**src/rtl/uart_cmd_bridge_if.sv**
```systemverilog
// uart_cmd_bridge_if
//   Groups the byte FIFO handshakes and the register bus of the UART
//   command bridge.
//   RX FIFO side : r_data, rx_empty (to bridge), rd_uart (from bridge)
//   TX FIFO side : w_data, wr_uart (from bridge), tx_full (to bridge)
//   Register bus : reg_addr, reg_wdata, reg_we, reg_re (from bridge),
//                  reg_rdata (to bridge, valid the cycle after reg_re)
//   master = the bridge, slave = the FIFO/register environment.
interface uart_cmd_bridge_if;
  logic [7:0] r_data;
  logic       rx_empty;
  logic       rd_uart;
  logic [7:0] w_data;
  logic       wr_uart;
  logic       tx_full;
  logic [7:0] reg_addr;
  logic [7:0] reg_wdata;
  logic       reg_we;
  logic       reg_re;
  logic [7:0] reg_rdata;

  modport master (
    input  r_data, rx_empty, tx_full, reg_rdata,
    output rd_uart, w_data, wr_uart, reg_addr, reg_wdata, reg_we, reg_re
  );

  modport slave (
    output r_data, rx_empty, tx_full, reg_rdata,
    input  rd_uart, w_data, wr_uart, reg_addr, reg_wdata, reg_we, reg_re
  );
endinterface

```
**src/rtl/uart_cmd_bridge.sv**
```systemverilog
// uart_cmd_bridge
//   Pops bytes from the UART RX FIFO, parses 5-byte command frames
//   (SYNC, CMD, ADDR, DATA, CHK with CHK = CMD^ADDR^DATA), performs one
//   register write (CMD 01) or read (CMD 02), and pushes a 4-byte response
//   (RESP, STATUS, RDATA, STATUS^RDATA) into the TX FIFO.
//   Ports:
//     clk, rst : clock, synchronous active-high reset
//     bus      : uart_cmd_bridge_if.master (RX/TX FIFO handshakes, reg bus)
//     busy     : high whenever the parser is not hunting for SYNC
//     err_cnt  : saturating count of rejected or timed-out frames
module uart_cmd_bridge #(
  parameter int unsigned TIMEOUT_CYCLES = 5000000,
  parameter logic [7:0]  SYNC_BYTE      = 8'hA5,
  parameter logic [7:0]  RESP_BYTE      = 8'h5A
) (
  input  logic               clk,
  input  logic               rst,
  uart_cmd_bridge_if.master  bus,
  output logic               busy,
  output logic [7:0]         err_cnt
);

  localparam int unsigned      TMO_W    = $clog2(TIMEOUT_CYCLES + 1);
  localparam logic [TMO_W-1:0] TMO_LAST = TMO_W'(TIMEOUT_CYCLES - 1);

  localparam logic [7:0] CMD_WR  = 8'h01;
  localparam logic [7:0] CMD_RD  = 8'h02;
  localparam logic [7:0] ST_OK   = 8'h00;
  localparam logic [7:0] ST_CHK  = 8'h01;
  localparam logic [7:0] ST_CMD  = 8'h02;

  typedef enum logic [2:0] {
    HUNT, GET_CMD, GET_ADDR, GET_DATA, GET_CHK, EXEC, RD_WAIT, SEND
  } state_t;

  state_t state, state_n;

  logic [TMO_W-1:0] tmo_cnt;
  logic [1:0]       idx;
  logic [7:0]       addr_hold, wdata_hold;
  logic [7:0]       cmd_q, addr_q, data_q, chk_q;
  logic [7:0]       status_q, rdata_q;
  logic [7:0]       status_c;
  logic             err_inc;
  logic             in_get;

  function automatic logic [7:0] sat_inc(input logic [7:0] v);
    return (v == 8'hFF) ? v : v + 8'd1;
  endfunction

  // Checksum is judged before the command code.
  function automatic logic [7:0] frame_status(input logic [7:0] c, input logic [7:0] a,
                                              input logic [7:0] d, input logic [7:0] k);
    if ((c ^ a ^ d) != k)              return ST_CHK;
    else if (c != CMD_WR && c != CMD_RD) return ST_CMD;
    else                               return ST_OK;
  endfunction

  function automatic logic [7:0] resp_byte(input logic [1:0] i, input logic [7:0] st,
                                           input logic [7:0] rd);
    case (i)
      2'd0:    return RESP_BYTE;
      2'd1:    return st;
      2'd2:    return rd;
      default: return st ^ rd;
    endcase
  endfunction

  assign status_c = frame_status(cmd_q, addr_q, data_q, chk_q);
  assign in_get   = (state == GET_CMD) || (state == GET_ADDR) ||
                    (state == GET_DATA) || (state == GET_CHK);
  assign busy     = (state != HUNT);

  always_comb begin
    state_n       = state;
    bus.rd_uart   = 1'b0;
    bus.wr_uart   = 1'b0;
    bus.w_data    = 8'h00;
    bus.reg_we    = 1'b0;
    bus.reg_re    = 1'b0;
    bus.reg_addr  = addr_hold;
    bus.reg_wdata = wdata_hold;
    err_inc       = 1'b0;
    case (state)
      HUNT: begin
        if (!bus.rx_empty) begin
          bus.rd_uart = 1'b1;
          if (bus.r_data == SYNC_BYTE) state_n = GET_CMD;
        end
      end
      GET_CMD, GET_ADDR, GET_DATA, GET_CHK: begin
        if (!bus.rx_empty) begin
          bus.rd_uart = 1'b1;
          case (state)
            GET_CMD:  state_n = GET_ADDR;
            GET_ADDR: state_n = GET_DATA;
            GET_DATA: state_n = GET_CHK;
            default:  state_n = EXEC;
          endcase
        end else if (tmo_cnt == TMO_LAST) begin
          // Inter-byte gap expired: drop the frame without a response.
          state_n = HUNT;
          err_inc = 1'b1;
        end
      end
      EXEC: begin
        if (status_c != ST_OK) begin
          err_inc = 1'b1;
          state_n = SEND;
        end else if (cmd_q == CMD_WR) begin
          bus.reg_we    = 1'b1;
          bus.reg_addr  = addr_q;
          bus.reg_wdata = data_q;
          state_n       = SEND;
        end else begin
          bus.reg_re   = 1'b1;
          bus.reg_addr = addr_q;
          state_n      = RD_WAIT;
        end
      end
      RD_WAIT: state_n = SEND;
      SEND: begin
        if (!bus.tx_full) begin
          bus.wr_uart = 1'b1;
          bus.w_data  = resp_byte(idx, status_q, rdata_q);
          if (idx == 2'd3) state_n = HUNT;
        end
      end
      default: state_n = HUNT;
    endcase
  end

  // Control state: FSM, inter-byte timer, response index, error counter.
  always_ff @(posedge clk) begin
    if (rst) begin
      state      <= HUNT;
      tmo_cnt    <= '0;
      idx        <= 2'd0;
      err_cnt    <= 8'h00;
      addr_hold  <= 8'h00;
      wdata_hold <= 8'h00;
    end else begin
      state <= state_n;
      if (err_inc) err_cnt <= sat_inc(err_cnt);
      if (!in_get || bus.rd_uart) tmo_cnt <= '0;
      else                        tmo_cnt <= tmo_cnt + TMO_W'(1);
      if (state != SEND)    idx <= 2'd0;
      else if (bus.wr_uart) idx <= idx + 2'd1;
      if (bus.reg_we || bus.reg_re) addr_hold  <= addr_q;
      if (bus.reg_we)               wdata_hold <= data_q;
    end
  end

  // Frame fields and response payload.
  always_ff @(posedge clk) begin
    if (bus.rd_uart) begin
      case (state)
        GET_CMD:  cmd_q  <= bus.r_data;
        GET_ADDR: addr_q <= bus.r_data;
        GET_DATA: data_q <= bus.r_data;
        GET_CHK:  chk_q  <= bus.r_data;
        default:  ;
      endcase
    end
    if (state == EXEC) begin
      status_q <= status_c;
      rdata_q  <= (status_c == ST_OK && cmd_q == CMD_WR) ? data_q : 8'h00;
    end else if (state == RD_WAIT) begin
      rdata_q <= bus.reg_rdata;
    end
  end

endmodule
```
**src/flat_wrapper.sv**
```systemverilog
// flat-port wrapper written by rule: the top's interface ports become plain ports
module uart_cmd_bridge_flat 
#(
  parameter int unsigned TIMEOUT_CYCLES = 5000000,
  parameter logic [7:0]  SYNC_BYTE      = 8'hA5,
  parameter logic [7:0]  RESP_BYTE      = 8'h5A
)
  (clk, rst, busy, err_cnt, bus_r_data, bus_rx_empty, bus_tx_full, bus_reg_rdata, bus_rd_uart, bus_w_data, bus_wr_uart, bus_reg_addr, bus_reg_wdata, bus_reg_we, bus_reg_re);
  uart_cmd_bridge_if bus_i ();
  input  logic clk;
  input  logic rst;
  output logic busy;
  output logic [7:0] err_cnt;
  input wire logic [$bits(bus_i.r_data)-1:0] bus_r_data;
  input wire logic [$bits(bus_i.rx_empty)-1:0] bus_rx_empty;
  input wire logic [$bits(bus_i.tx_full)-1:0] bus_tx_full;
  input wire logic [$bits(bus_i.reg_rdata)-1:0] bus_reg_rdata;
  output wire logic [$bits(bus_i.rd_uart)-1:0] bus_rd_uart;
  output wire logic [$bits(bus_i.w_data)-1:0] bus_w_data;
  output wire logic [$bits(bus_i.wr_uart)-1:0] bus_wr_uart;
  output wire logic [$bits(bus_i.reg_addr)-1:0] bus_reg_addr;
  output wire logic [$bits(bus_i.reg_wdata)-1:0] bus_reg_wdata;
  output wire logic [$bits(bus_i.reg_we)-1:0] bus_reg_we;
  output wire logic [$bits(bus_i.reg_re)-1:0] bus_reg_re;
  assign bus_i.r_data = bus_r_data;
  assign bus_i.rx_empty = bus_rx_empty;
  assign bus_i.tx_full = bus_tx_full;
  assign bus_i.reg_rdata = bus_reg_rdata;
  assign bus_rd_uart = bus_i.rd_uart;
  assign bus_w_data = bus_i.w_data;
  assign bus_wr_uart = bus_i.wr_uart;
  assign bus_reg_addr = bus_i.reg_addr;
  assign bus_reg_wdata = bus_i.reg_wdata;
  assign bus_reg_we = bus_i.reg_we;
  assign bus_reg_re = bus_i.reg_re;
  uart_cmd_bridge #(.TIMEOUT_CYCLES(TIMEOUT_CYCLES), .SYNC_BYTE(SYNC_BYTE), .RESP_BYTE(RESP_BYTE)) u_core (.clk(clk), .rst(rst), .bus(bus_i), .busy(busy), .err_cnt(err_cnt));
endmodule
```
**config.mk**
```make
export PLATFORM = sky130hd
export DESIGN_NAME = uart_cmd_bridge_flat
export DESIGN_NICKNAME = d
export VERILOG_FILES = /design/src/rtl/uart_cmd_bridge_if.sv /design/src/rtl/uart_cmd_bridge.sv /design/src/flat_wrapper.sv
export SDC_FILE = /design/constraint.sdc
export NUM_CORES = 1
export LEC_CHECK = 0
export ABC_CLOCK_PERIOD_IN_PS = 5250
export CORE_UTILIZATION = 40
export CTS_BUF_LIST = sky130_fd_sc_hd__clkbuf_4 sky130_fd_sc_hd__clkbuf_8
export DETAILED_ROUTE_END_ITERATION = 6
export PLACE_DENSITY = 0.61
export SYNTH_ARGS = -nofsm -noshare
export SYNTH_HDL_FRONTEND = slang
export SYNTH_SLANG_ARGS = --single-unit
```
**constraint.sdc**
```tcl
create_clock -name clk -period 5.25 [get_ports clk]
set_clock_uncertainty 0.2 [all_clocks]
set_input_delay 0.7875 -clock clk [delete_from_list [all_inputs] [get_ports clk]]
set_output_delay 0.7875 -clock clk [all_outputs]
set_load 0.005 [all_outputs]
```
* Word-level counts from Yosys, hierarchy flattened
Index checks and enable logic that the tools add are counted.
Widths: inputs -> output; s select.
** Storage, ports and cells
- Register bits after elaboration :: 100
- Input port bits :: 20
- Output and inout port bits :: 37
- Logic and storage cells :: 103
** Operators by class
- Add/subtract/negate cells :: 3
- Equality and inequality tests :: 23
- Multiplexer cells :: 37
- Bitwise logic cells :: 4
- Reduce and logical (&&, ||, !) cells :: 24
** Operator list (count)
- $mux 8 :: 11
- $pmux 8 s3 :: 1
- $xor 8x8->8 :: 3
- $add 23x1->23 const B :: 1
- $eq 23x23->1 const B :: 1
- $mux 3 :: 7
- $eq 8x8->1 const B :: 2
- $pmux 3 s5 :: 1
- $mux 1 :: 14
- $eq 3x3->1 const B :: 4
- $reduce_and 2->1 :: 5
- $pmux 3 s3 :: 1
- $add 8x1->8 const B :: 1
- $eq 8x1->1 const B :: 1
- $logic_not 8->1 :: 1
- $ne 8x1->1 const B :: 1
- $ne 8x2->1 const B :: 1
- $ne 8x8->1 :: 1
- $reduce_bool 8->1 :: 1
- $eq 3x2->1 const B :: 2
- $logic_or 1x1->1 :: 5
- $reduce_and 5->1 :: 1
- $reduce_or 5->1 :: 1
- $eq 2x2->1 const B :: 2
- 18 further kinds :: 22

* Logic depth before layout (Yosys ltp)
- Word-level depth :: 8
- Gate-level depth with buffers :: 9

* Worst setup path after synthesis
Ideal clock, no wire load.
- Kind :: flip-flop to output port
- From :: register u_core.cmd_q[4]
- To :: output port bus_reg_addr[6]
- Data arrival time :: 2.487 ns
- Required time :: 4.263 ns
- Setup slack :: 1.775 ns
- Stages on the path, launching flop included :: 6
- Path buffers :: 1
- Cells stage by stage :: edfxtp_1 or4_1 nor4_1 nor3b_2 buf_4 mux2_2
** On the way
- Longest elaborated chain between the ends :: 7
- Elaborated cells on any way between the ends :: 11
- Those cells by class :: eq/ne (3); mux (4); bitwise (2); reduce/logical (2)
** RTL lines
- start: declaration :: line uart_cmd_bridge.sv:41 : logic [7:0] cmd_q, addr_q, data_q, chk_q;
- start signal: assignment :: line uart_cmd_bridge.sv:158 : GET_CMD: cmd_q <= bus.r_data;
- $xor 8x8->8, or another cell as far along :: line uart_cmd_bridge.sv:54 : if ((c ^ a ^ d) != k) return ST_CHK;
- $xor 8x8->8 or $logic_and 1x1->1 (tied branches) :: line uart_cmd_bridge.sv:54, uart_cmd_bridge.sv:55
- $ne 8x8->1 or $mux 2 (tied branches) :: line uart_cmd_bridge.sv:54, uart_cmd_bridge.sv:55
- $mux 8 (*) :: line uart_cmd_bridge.sv:54
- $reduce_bool 8->1 (*) :: line uart_cmd_bridge.sv:107 : if (status_c != ST_OK) begin
- $mux 8 (*) :: line uart_cmd_bridge.sv:107
- $mux 8 (*) :: line uart_cmd_bridge.sv:84 : case (state)
- end: declaration :: line flat_wrapper.sv:21 : output wire logic [$bits(bus_i.reg_addr)-1:0] bus_reg_addr;
Mark *: on every way between the ends. The rest lies on a longest branch, timed or not.

* Final worst setup path
- From :: register u_core.cmd_q[5]
- To :: output port bus_reg_addr[2]
The elaborated chain is that of the path after synthesis.

==> out/results.tsv <==
metric	value	unit
ys_ff_latch	94	
irDropWorstVdd	0.1056	mV
synth.avg_cell_area	11.03	um^2
p_switching	0.2778	mW
synth-xor-area-share	9.716	%
fp.coreArea	10280	um^2
clock-root-buffer	clkbuf_8	
die-area	11010	um^2
hold_slack	0.2885	ns
cts_buffers	9	
drt_iter0_drc	142	
syn_area	4237	um^2
path_clk_slew	0.09	ns
power_frac_comb	2.5	%
max_freq	0.2310	GHz
gp_congestion	0.7750	
cts_tree	done	
fin_cells	585	
cellPowerDensity	257.6	nW/um^2
synth_fa_ha_area_share	1.772	%
design_area	5177	um^2
ios	57	
vias	2981	
drc	0	
hold_path.class	register to register	
fin_util	50.38	%
crit_path_start_kind	register	
syn-num-nets	410	
dpl_cell_area	4949	um^2
cp.arrival	3.34	ns
finalCritPeriodShare	82.47	%
synth_flop_cell	dfxtp_1	
final_max_slew_viol_count	0	
max-slew-margin-rel	21.35	%
totalWireLength	8532	um
synth_edf_count	42	
grt_pass1_vias	2826	
initial_utilization	41.22	%
diodes	0	
cts-resized-gates	0	
firstDrtPassIters	4	
critPathCaptureType	output pin	
io_buffers	56	
grt_max_degree	24	
p_leak	1.773	nW
period_needed	4.330	ns
grt_pass1_wl	13920	um
cts_max_level	3	
critPathRequiredTime	4.26	ns
synth_top_family_by_area	simple AND/OR/NAND/NOR gates	
dpl.cell_count	569	
finalHoldViolCount	0	
finalSetupViolations	0	
max_slew.worst_pin.slew	1.169	ns
die-height	104.9	um
cts_num_sinks	94	
dp_hpwl	6288	um
status	finished clean	
crit_fanout	14	
drv_cap	0	
critPathKind	register to output pin	
row_count	37	
layout-drive-gt1-share	11.14	%
post_cts_buffers	0	
internal_power	1.056	mW
yosysWarningCount	0	
track_usage	16.15	%
final_net_count	470	
area_delta_synth_final	22.21	%
clk_latency	0.37	ns
pwr-share-clk	40.3	%
synth_top_area_cell	edfxtp_1	
ys_types	46	
muxShareOfSynthArea	4.725	%
yosysSeqAreaShare	54.34	%
synth_compound_area_share	9.982	%
grt-ovfl-total	0	
antenna_found_initial	0	
synthCells	384	
cts_buffer_depth	2	
rsz0062_at_grt	false	
ys_async_sr_fraction	0	%
routedWlPerCell	14.58	um
power_switching_share	20.83	%
synthSimpleGateAreaFrac	16.80	%
die_w	104.9	um
ant_nets	0	
cts_hold_buf	0	
synth_top_cell_area_share	29.77	%
ys_top_cells_by_area	edfxtp_1 30%, dfxtp_1 25%, xor2_1 5.0%, xnor2_1 4.8%, mux2_2 4.3%	
via_per_inst	5.096	
fin_tns_setup	0	ns
power_frac_seq	57.2	%
[logic make-up after synthesis]
kind of cell,after synthesis
multiplexers,18
buffers and inverters,27
AO/OA/AOI/OAI,60
XOR/XNOR,47
AND/OR/NAND/NOR,132
adder cells (fa/ha/maj),6
flip-flops,94
[stage by stage]
step           power [mW]  setup WS, ns
6_report            1.334        0.9203
5_1_grt             1.378        0.7474
4_1_cts             1.351        0.9173
2_1_floorplan      0.7904         1.775
3_3_place_gp       0.8130         1.406
3_5_place_dp       0.8126         1.333
[layout by cell type (no fill, tap or decap), drive strengths merged, types with 8 or more instances in the layout]
master         instances
nand2                 16
inv                   18
clkbuf                 9
edfxtp                42
clkdlybuf4s50         56
a21oi                 21
dfxtp                 52
mux2                  16
xnor2                 23
nand3                 15
a22o                   8
xor2                  24
or3                    9
nor2                  39
o21ai                 12
and2                  13
o221a                  8
[power groups by stage]
stage / Sequential (mW) / Combinational, mW / Clock [mW]
floorplan: 0.780 / 0.0109 / 0
global placement: 0.780 / 0.0333 / 0
detailed placement: 0.780 / 0.0330 / 0
CTS: 0.763 / 0.0333 / 0.555
global route: 0.763 / 0.0357 / 0.579
finish: 0.763 / 0.0330 / 0.538
[synth_stat cells (all sizes together) (6+ instances only)]
cell     n
inv     15
xnor2   23
dfxtp   52
o221a    8
a21oi   21
and2    13
a22o     8
ha       6
edfxtp  42
clkbuf  10
nand3   15
nor3     6
nor2    39
o21ai   12
nand4    6
xor2    24
or3      9
mux2    16
nand2   16
[path summary, 6_finish.rpt]
path                     startpoint           endpoint  slack, ns  cells past startpoint
setup / recovery    u_core.cmd_q[5]    bus_reg_addr[2]       0.92                      6
hold / removal    u_core.tmo_cnt[0]  u_core.tmo_cnt[0]       0.29                      1
setup reg to reg    u_core.cmd_q[5]  u_core.err_cnt[5]       2.28                      6
hold reg to reg   u_core.tmo_cnt[0]  u_core.tmo_cnt[0]       0.29                      1
[critical path, cell delays in order (launching register included)]
cell	delay, ns
edfxtp_1	0.42
or4_1	0.61
nor4_1	0.45
nor3b_2	0.42
buf_4	0.29
mux2_2	0.35
clkdlybuf4s50_1	0.45
[registers in the layout, indices dropped and copies added (netlist names)]
| name | flops |
|---|---|
| u_core.tmo_cnt | 23 |
| u_core.addr_hold | 8 |
| u_core.addr_q | 8 |
| u_core.chk_q | 8 |
| u_core.cmd_q | 8 |
| u_core.data_q | 8 |
| u_core.err_cnt | 8 |
| u_core.rdata_q | 8 |
| u_core.wdata_hold | 8 |
| u_core.state | 3 |
| u_core.idx | 2 |
| u_core.status_q | 2 |
[layer usage]
metal  global-route usage [%]  vias to the layer above  wire length, um
li1                         -                     1498                -
met1                    22.12                     1409             4195
met2                    24.93                       63             3879
met3                    2.682                       11              314
met4                    7.545                        0              142
met5                        0                        -                0
[cell type report]
class                   count  area (um^2)
clock buffers               9        123.9
repair buffers             61        598.1
flip-flops and latches     94         2302
fillers                   926         5100
multi-input cells         263         1822
inverters                  15        56.30
well taps                 136        170.2
clock inverters             7        105.1
Note: power is estimated with default switching activity, not from simulation.
